==> src/rtl/div_sched.sv <==
// div_sched: round-robin scheduler that shares one multi-cycle divider
// among NREQ requesters. One operation is in flight at a time:
//   IDLE  -> grant a requester, latch its operands
//   ISSUE -> one-cycle div_start with the latched operands
//   WAIT  -> hold the command until div_done, capture the results
//   RESP  -> present the results to the owner until it consumes them
//
// Optional feature (define to enable):
//   DIV_SCHED_ZERO_BYPASS_EN - a granted request whose divider is zero
//   skips the divider and answers directly with quotient all-ones and
//   remainder equal to the dividend.
module div_sched #(
  parameter int width = 6,
  parameter int NREQ  = 4
) (
  input  logic                    clk,
  input  logic                    rst_n,
  input  logic [NREQ-1:0]         req_valid,
  input  logic [NREQ-1:0]         req_sign,
  input  logic [NREQ*width-1:0]   req_dividend,
  input  logic [NREQ*width-1:0]   req_divider,
  output logic [NREQ-1:0]         req_ack,
  output logic [NREQ-1:0]         rsp_valid,
  output logic [width-1:0]        rsp_quotient,
  output logic [width-1:0]        rsp_remainder,
  input  logic [NREQ-1:0]         rsp_ready,
  output logic                    div_start,
  output logic                    div_sign,
  output logic [width-1:0]        div_dividend,
  output logic [width-1:0]        div_divider,
  input  logic                    div_done,
  input  logic [width-1:0]        div_quotient,
  input  logic [width-1:0]        div_remainder
);

  localparam int PW = (NREQ > 1) ? $clog2(NREQ) : 1;

  typedef enum logic [1:0] {IDLE, ISSUE, WAIT, RESP} state_t;

  state_t             state, state_nxt;
  logic [PW-1:0]      rr_ptr;
  logic [PW-1:0]      own_idx;
  logic               op_sign;
  logic [width-1:0]   op_dividend, op_divider;
  logic [width-1:0]   res_q, res_r;

  logic               gnt_found, gnt_go, zero_byp;
  logic [PW-1:0]      gnt_idx, rr_nxt;
  logic               gnt_sign;
  logic [width-1:0]   gnt_dividend, gnt_divider;

  // Cyclic index helper: (base + off) mod NREQ, with off < NREQ.
  function automatic logic [PW-1:0] wrap_add(input logic [PW-1:0] base, input int off);
    int sum;
    sum = int'(base) + off;
    if (sum >= NREQ) sum = sum - NREQ;
    return PW'(sum);
  endfunction

  // Find the first pending requester at or after rr_ptr (cyclic search).
  // NOTE: every variable written in a combinational block gets a default
  // first so no path leaves it unassigned and no latch is inferred.
  always_comb begin
    gnt_found = 1'b0;
    gnt_idx   = '0;
    // Walk from the farthest slot back to rr_ptr so the nearest hit wins.
    for (int k = NREQ - 1; k >= 0; k--) begin
      if (req_valid[wrap_add(rr_ptr, k)]) begin
        gnt_found = 1'b1;
        gnt_idx   = wrap_add(rr_ptr, k);
      end
    end
  end

  assign gnt_sign     = req_sign[gnt_idx];
  assign gnt_dividend = req_dividend[gnt_idx*width +: width];
  assign gnt_divider  = req_divider[gnt_idx*width +: width];
  assign rr_nxt       = (gnt_idx == PW'(NREQ - 1)) ? '0 : gnt_idx + PW'(1);

  // A grant only happens in IDLE and never while reset is applied.
  assign gnt_go = (state == IDLE) && gnt_found && rst_n;

`ifdef DIV_SCHED_ZERO_BYPASS_EN
  assign zero_byp = gnt_go && (gnt_divider == '0);
`else
  assign zero_byp = 1'b0;
`endif

  // Next-state and output decode; every output is zero unless its state drives it.
  always_comb begin
    state_nxt     = state;
    req_ack       = '0;
    rsp_valid     = '0;
    rsp_quotient  = '0;
    rsp_remainder = '0;
    div_start     = 1'b0;
    div_sign      = 1'b0;
    div_dividend  = '0;
    div_divider   = '0;
    case (state)
      IDLE: begin
        if (gnt_go) begin
          req_ack[gnt_idx] = 1'b1;
          state_nxt        = zero_byp ? RESP : ISSUE;
        end
      end
      ISSUE: begin
        div_start    = 1'b1;
        div_sign     = op_sign;
        div_dividend = op_dividend;
        div_divider  = op_divider;
        state_nxt    = WAIT;
      end
      WAIT: begin
        div_sign     = op_sign;
        div_dividend = op_dividend;
        div_divider  = op_divider;
        if (div_done) state_nxt = RESP;
      end
      RESP: begin
        rsp_valid[own_idx] = 1'b1;
        rsp_quotient       = res_q;
        rsp_remainder      = res_r;
        // Only the owner's ready bit completes the handshake.
        if (rsp_ready[own_idx]) state_nxt = IDLE;
      end
      default: state_nxt = IDLE;
    endcase
  end

  // State register plus operand/result capture, synchronous active-low reset.
  // NOTE: sequential state uses non-blocking assignments so every register
  // samples pre-edge values regardless of statement order.
  always_ff @(posedge clk) begin
    if (!rst_n) begin
      state       <= IDLE;
      rr_ptr      <= '0;
      own_idx     <= '0;
      op_sign     <= 1'b0;
      op_dividend <= '0;
      op_divider  <= '0;
      res_q       <= '0;
      res_r       <= '0;
    end else begin
      state <= state_nxt;
      if (gnt_go) begin
        own_idx     <= gnt_idx;
        rr_ptr      <= rr_nxt;
        op_sign     <= gnt_sign;
        op_dividend <= gnt_dividend;
        op_divider  <= gnt_divider;
        if (zero_byp) begin
          res_q <= '1;
          res_r <= gnt_dividend;
        end
      end
      if (state == WAIT && div_done) begin
        res_q <= div_quotient;
        res_r <= div_remainder;
      end
    end
  end

endmodule

==> config.mk <==
export PLATFORM = sky130hd
export DESIGN_NAME = div_sched
export DESIGN_NICKNAME = d
export VERILOG_FILES = /design/src/rtl/div_sched.sv
export SDC_FILE = /design/constraint.sdc
export NUM_CORES = 1
export LEC_CHECK = 0
export BUFFER_PORTS_ARGS = -buffer_cell sky130_fd_sc_hd__buf_2
export CAP_MARGIN = 20
export CORE_UTILIZATION = 45
export CTS_CLUSTER_DIAMETER = 50
export DETAILED_ROUTE_END_ITERATION = 8
export GPL_ROUTABILITY_DRIVEN = 0
export PLACE_DENSITY = 0.8
export SYNTH_ARGS = -nofsm -noshare
export SYNTH_HDL_FRONTEND = slang
export SYNTH_SLANG_ARGS = --single-unit
==> constraint.sdc <==
create_clock -name clk -period 2.8 [get_ports clk]
set_input_delay 0.42 -clock clk [delete_from_list [all_inputs] [get_ports clk]]
set_output_delay 0.42 -clock clk [all_outputs]
set_load 0.01 [all_outputs]
Word-level counts from Yosys, hierarchy flattened
Cells that the tools add are included.

cells by class
  $add $sub $neg = 8
  div/mod/pow operators = 0
  eq/ne operators = 7
  shifts and indexed selects = 2
  $lt $le $gt $ge = 12
  reduce and logical (&&, ||, !) cells = 8
  multipliers = 1
  mux-type cells = 42
  bitwise operators = 0

operators with widths
  kind                                                         number
  indexed part select 24 x 6 -> 6 bit                          2
  2-to-1 mux 2 bit                                             12
  2-to-1 mux 6 bit                                             4
  less-than comparator 2 x 3 -> 1 bit (second input constant)  6
  2-to-1 mux 1 bit                                             14
  binary-select mux 1 bit (select 2 bit)                       6
  2-to-1 mux 4 bit                                             3
  >= comparator 3 bit (second input constant)                  3
  one-hot mux 2 bit (4 select lines)                           1
  subtractor 2 x 1 -> 2 bit (second input constant)            4
  adder 2 x 2 -> 3 bit (second input constant)                 2
  == test 2 bit (second input constant)                        3
  != test 2 bit (second input constant)                        3
  logical AND 1 bit                                            5
  demux 1 bit (select 2 bit)                                   2
  >= comparator 2 x 1 -> 1 bit (second input constant)         2
  multiplier 2 x 2 -> 4 bit (second input constant)            1
  adder 2 x 1 -> 3 bit (second input constant)                 1
  >= comparator 2 x 3 -> 1 bit (second input constant)         1
  AND reduction 3 bit                                          1
  adder 2 x 1 -> 2 bit (second input constant)                 1
  == test 2 x 1 -> 1 bit (second input constant)               1
  zero test 2 bit                                              1
  OR reduction 2 bit                                           1

word-level totals
  bits in latches = 0
  bits in writable memories = 0
  bits in read-only memories = 0
  memories = 0
  input bits = 75
  flip-flop bits (word level) = 31

Longest topological paths before layout
  depth in word-level cells = 15
  depth in mapped cells = 11
  mapped depth without buffers = 8

Worst setup path after synthesis
No wires, ideal clock.

  path type = input port to output port
  start = input port req_valid[0]
  end = output port req_ack[3]
  path slack = 414 ps
  buffers on the path = 3
  cell stages on the path = 9
  arrival = 1,966 ps
  data required time = 2,380 ps
  path through = nor2b_4 > or4_4 > buf_6 > and2_4 > buf_6 > buf_8 > inv_1 > ha_1 > and3_1

between the ends
  word-level cells in the longest chain between the ends = 12
  elaborated cells on any way between the ends = 25
  those cells by class = order compare: 2; mux: 20; reduce/logical: 3

RTL lines
  element                                                                                                           line  RTL
  start: declaration                                                                                                18    input logic [NREQ-1:0] req_valid,
  binary-select mux 1 bit (select 2 bit)                                                                            68    if (req_valid[wrap_add(rr_ptr, k)]) begin
  2-to-1 mux 1 bit (not written as such)                                                                            68
  2-to-1 mux 2 bit (3 in a row)                                                                                     68
  2-to-1 mux 2 bit (*)                                                                                              68
  via gnt_idx[0]                                                                                                    48    logic [PW-1:0] gnt_idx, rr_nxt;
  less-than comparator 2 x 3 -> 1 bit (not written as such) / >= comparator 2 x 1 -> 1 bit (equally long branches)  103   req_ack[gnt_idx] = 1'b1;
  logical AND 1 bit (not written as such)                                                                           103
  2-to-1 mux 1 bit (not written as such)                                                                            103
  demux 1 bit (select 2 bit) (*)                                                                                    103
  2-to-1 mux 4 bit (*)                                                                                              102   if (gnt_go) begin
  2-to-1 mux 4 bit (*)                                                                                              100   case (state)
  end: declaration                                                                                                  22    output logic [NREQ-1:0] req_ack,

The timed path passes the listed nets; every way through them passes the cells marked *. The select of a mux whose other input is x is not followed.

Worst setup path after layout
  start = register rr_ptr[0]
  end = output port req_ack[3]

between the ends
  word-level cells in the longest chain between the ends = 15
  elaborated cells on any way between the ends = 40
  those cells by class = add/sub: 7; order compare: 6; mux: 24; reduce/logical: 3

RTL lines
  element                                                                                                           line  RTL
  start: declaration                                                                                                41    logic [PW-1:0] rr_ptr;
  start signal: assignment                                                                                          148   rr_ptr <= rr_nxt;
  adder 2 x 2 -> 3 bit                                                                                              55    sum = int'(base) + off;
  >= comparator 3 bit / subtractor 2 x 1 -> 2 bit (equally long branches)                                           56    if (sum >= NREQ) sum = sum - NREQ;
  2-to-1 mux 2 bit                                                                                                  56
  binary-select mux 1 bit (select 2 bit)                                                                            68
  2-to-1 mux 1 bit (not written as such)                                                                            68
  2-to-1 mux 2 bit (3 in a row)                                                                                     68
  2-to-1 mux 2 bit (*)                                                                                              68
  via gnt_idx[0]                                                                                                    48
  less-than comparator 2 x 3 -> 1 bit (not written as such) / >= comparator 2 x 1 -> 1 bit (equally long branches)  103
  logical AND 1 bit (not written as such)                                                                           103
  2-to-1 mux 1 bit (not written as such)                                                                            103
  demux 1 bit (select 2 bit) (*)                                                                                    103
  2-to-1 mux 4 bit (*)                                                                                              102
  2-to-1 mux 4 bit (*)                                                                                              100

Marked as above.

==> metrics.yaml <==
min_path:
  holdPathStages: 3
  hold_path.class: "input pin to flip-flop"
  hp-start: "div_quotient[4]"
  min_to: "res_q[4]"
logic_synthesis:
  yosysUniqueCellTypes: 38
  synth_top_area_share_pct: 30.7
  ys_seq_area_share_pct: 30.7
  syn_area_sq_mm: 0.00202
  ys_seq_elements: 31
  yosysWarnings: 0
  synth_fp_nets: 331
  syn_avg_cell_area_sq_um: 8.16
  synth_top_area_cell: "dfxtp_1"
  postSynthCellCount: 248
  synth_area_leaders: "dfxtp_1 31%, a21boi_0 9.3%, and2_1 8.7%"
sta:
  finalCritPeriodShare_pct: 87.7
  rsz0062_at_grt: "false"
  drv_slew: 0
  fmax_ghz: 0.407
  slew_headroom_pct: 70.9
  clock_skew_ns: 0.00579
  hold_viol_final: 0
  tightest_slew_ns: 0.437
  setup_tns_ns: 0
  min_period_ns: 2.46
  setup_viol: 0
place:
  dp_hpwl_um: 3830
  portBuffers: 108
detailed_routing:
  via_count: 2036
  drc_errors: 0
  via_per_inst: 5.05
  wl_um: 4750
  dr.pass1.iters: 4
  routedWlPerCell_um: 11.8
  drt_iter0_drc: 69
  ant_nets: 0
worst_setup_path:
  crit_path_end_kind: "primary output"
  slowest_delay_ns: 0.51
  cp_data_required_time_ns: 2.38
  rr_worst_depth: 6
  path_cells: "nor2b_4 -> or4_4 -> and2_4 -> inv_1 -> ha_1 -> and3_1 -> buf_2"
  criticalPathCategory: "flip-flop to primary output"
  start_kind: "flip-flop"
  cp_max_fo: 18
  cp.arrival_ns: 2.04
  timing.rr.start: "rr_ptr[0]"
  regToRegEndpoint: "op_dividend[1]"
  cpMaxStageDelayCell: "or4_4"
  reg2reg_setup_slack_ns: 0.92
layout:
  nFillCells: 403
  utilization_pct: 61.7
  finalNetCount: 434
  area_delta_synth_final_pct: 31.7
  num_antenna_cells: 0
  layout-drive-gt1-share_pct: 35.6
global_route:
  grt_usage_pct: 21.4
  grt_overflow_total: 0
  grt_pass1_wl_um: 8270
  grt_pass1_vias: 1994
  grt_start_max_net_pins: 27
  antenna_found_initial: 0
outcome:
  outcome: "finished clean"
cts:
  cts_resized: 0
  root_buffer: "clkbuf_8"
  cts_htree_levels: 2
  clk_latency_ns: 0.28
  post_cts_buffers: 0
  cts_tree: "built"
  cts_num_sinks: 31
  clk_path_buf_depth: 2
  numCtsBuffers: 5
  postCtsHoldBufs: 0
  cts.clk_slew.worst_paths_ns: 0.06
job:
  drv_cap: 0
die:
  std_cell_rows: 24
  initial_core_util_pct: 46.8
  die_area_sq_mm: 0.00477
  io_pins: 109
  die_y_um: 69.1
  core_area_sq_mm: 0.00432
  die_w_um: 69.1
power_and_ir_drop:
  p_leak_nw: 1.37
  ir_drop_uv: 327
  power_density_mw_per_mm2: 771
[flip-flops by register name (all words and copies together), names as in the netlist]
name         count
op_dividend      6
op_divider       6
op_sign          1
own_idx          2
res_q            6
res_r            6
rr_ptr           2
state            2
[metal layers]
layer | global-route usage (%) | up-vias | share of wire (%)
met3 | 7.75 | 11 | 8.4
met4 | 7.71 | 0 | 1.6
met2 | 37.2 | 90 | 48
met5 | 0 | - | 0
li1 | - | 1067 | -
met1 | 23.7 | 868 | 42
[cell families after synthesis]
logic type,Yosys count,synth area share (%)
adder cells (fa/ha/maj),8,4.94
flip-flops,31,30.7
multiplexers,15,8.03
AO/OA/AOI/OAI,61,21.1
AND/OR/NAND/NOR,112,30.0
buffers and inverters,21,5.25
[Yosys cell counts, drive strengths merged]
cell / n
nand2: 43
dfxtp: 31
and2: 29
a21boi: 26
and3: 18
mux2i: 14
o21ai: 14
o211ai: 13
clkbuf: 12
ha: 8
nor2b: 6
inv: 5
buf: 4
nor2: 4
a21oi: 2
nand3: 2
nor3b: 2
or4: 2
a21o: 1
a221o: 1
a22oi: 1
and3b: 1
mux4: 1
nand2b: 1
nand4b: 1
nor4b: 1
o21ba: 1
o31ai: 1
o41a: 1
or2b: 1
or3: 1
[worst max path at each step]
stage            startpoint         end  slack [ns]  cells past startpoint
3_3_place_gp   req_valid[0]  req_ack[3]        0.45                      8
2_1_floorplan  req_valid[0]  req_ack[3]        0.41                      9
3_5_place_dp   req_valid[0]  req_ack[3]        0.41                      8
6_report          rr_ptr[0]  req_ack[3]        0.34                      7
4_1_cts           rr_ptr[0]  req_ack[3]        0.32                      7
5_1_grt           rr_ptr[0]  req_ack[3]        0.25                      7
[layout by cell type (no fill, tap or decap), types with 2 or more instances in the layout]
cell and n:
nand3_1 2, o211ai_1 13, buf_2 108, nor2b_1 5, and3_1 18, ha_1 8, a21boi_0 25, dfxtp_1 31
a21oi_1 2, o21ai_1 2, buf_4 4, mux2i_1 14, nor2_1 4, and2_1 28, inv_1 5, nand2_1 43
nor3b_1 2, clkbuf_8 6, o21ai_0 12
[where the power goes]
group | internal, mW | switching [mW] | total [mW]
Combinational | 0.465 | 0.562 | 1.03
Clock | 0.192 | 0.154 | 0.347
Sequential | 0.593 | 0.0890 | 0.682
[stage by stage]
step / setup WS, ns / hold slack (ns) / instance area, sq um / power [mW] / std cells
after floorplan: 0.414 / 0.435 / 2020 / 1.46 / 248
after global placement: 0.447 / 0.446 / 2580 / 1.71 / 396
after detailed placement: 0.409 / 0.453 / 2580 / 1.74 / 396
after CTS: 0.320 / 0.372 / 2670 / 2.10 / 403
after global routing: 0.248 / 0.384 / 2670 / 2.26 / 403
final: 0.344 / 0.380 / 2670 / 2.06 / 403
[worst max-delay path, delay by kind of cell, from the launching register on]
| kind | cells | cell delay (ns) |
|---|---|---|
| simple gates | 4 | 0.97 |
| flops | 1 | 0.41 |
| buf+inv | 2 | 0.22 |
| fa+ha+maj | 1 | 0.16 |
[final cells by class]
type,instances,area [sq um],area share (%)
flip-flops and latches,31,621,23.3
multi-input cells,196,1300,48.9
inverters,5,18.8,0.704
well taps,52,65.1,2.44
clock buffers,6,82.6,3.10
clock inverters,1,5.00,0.188
repair buffers,112,571,21.4
Power figures use the tool's default switching activity.
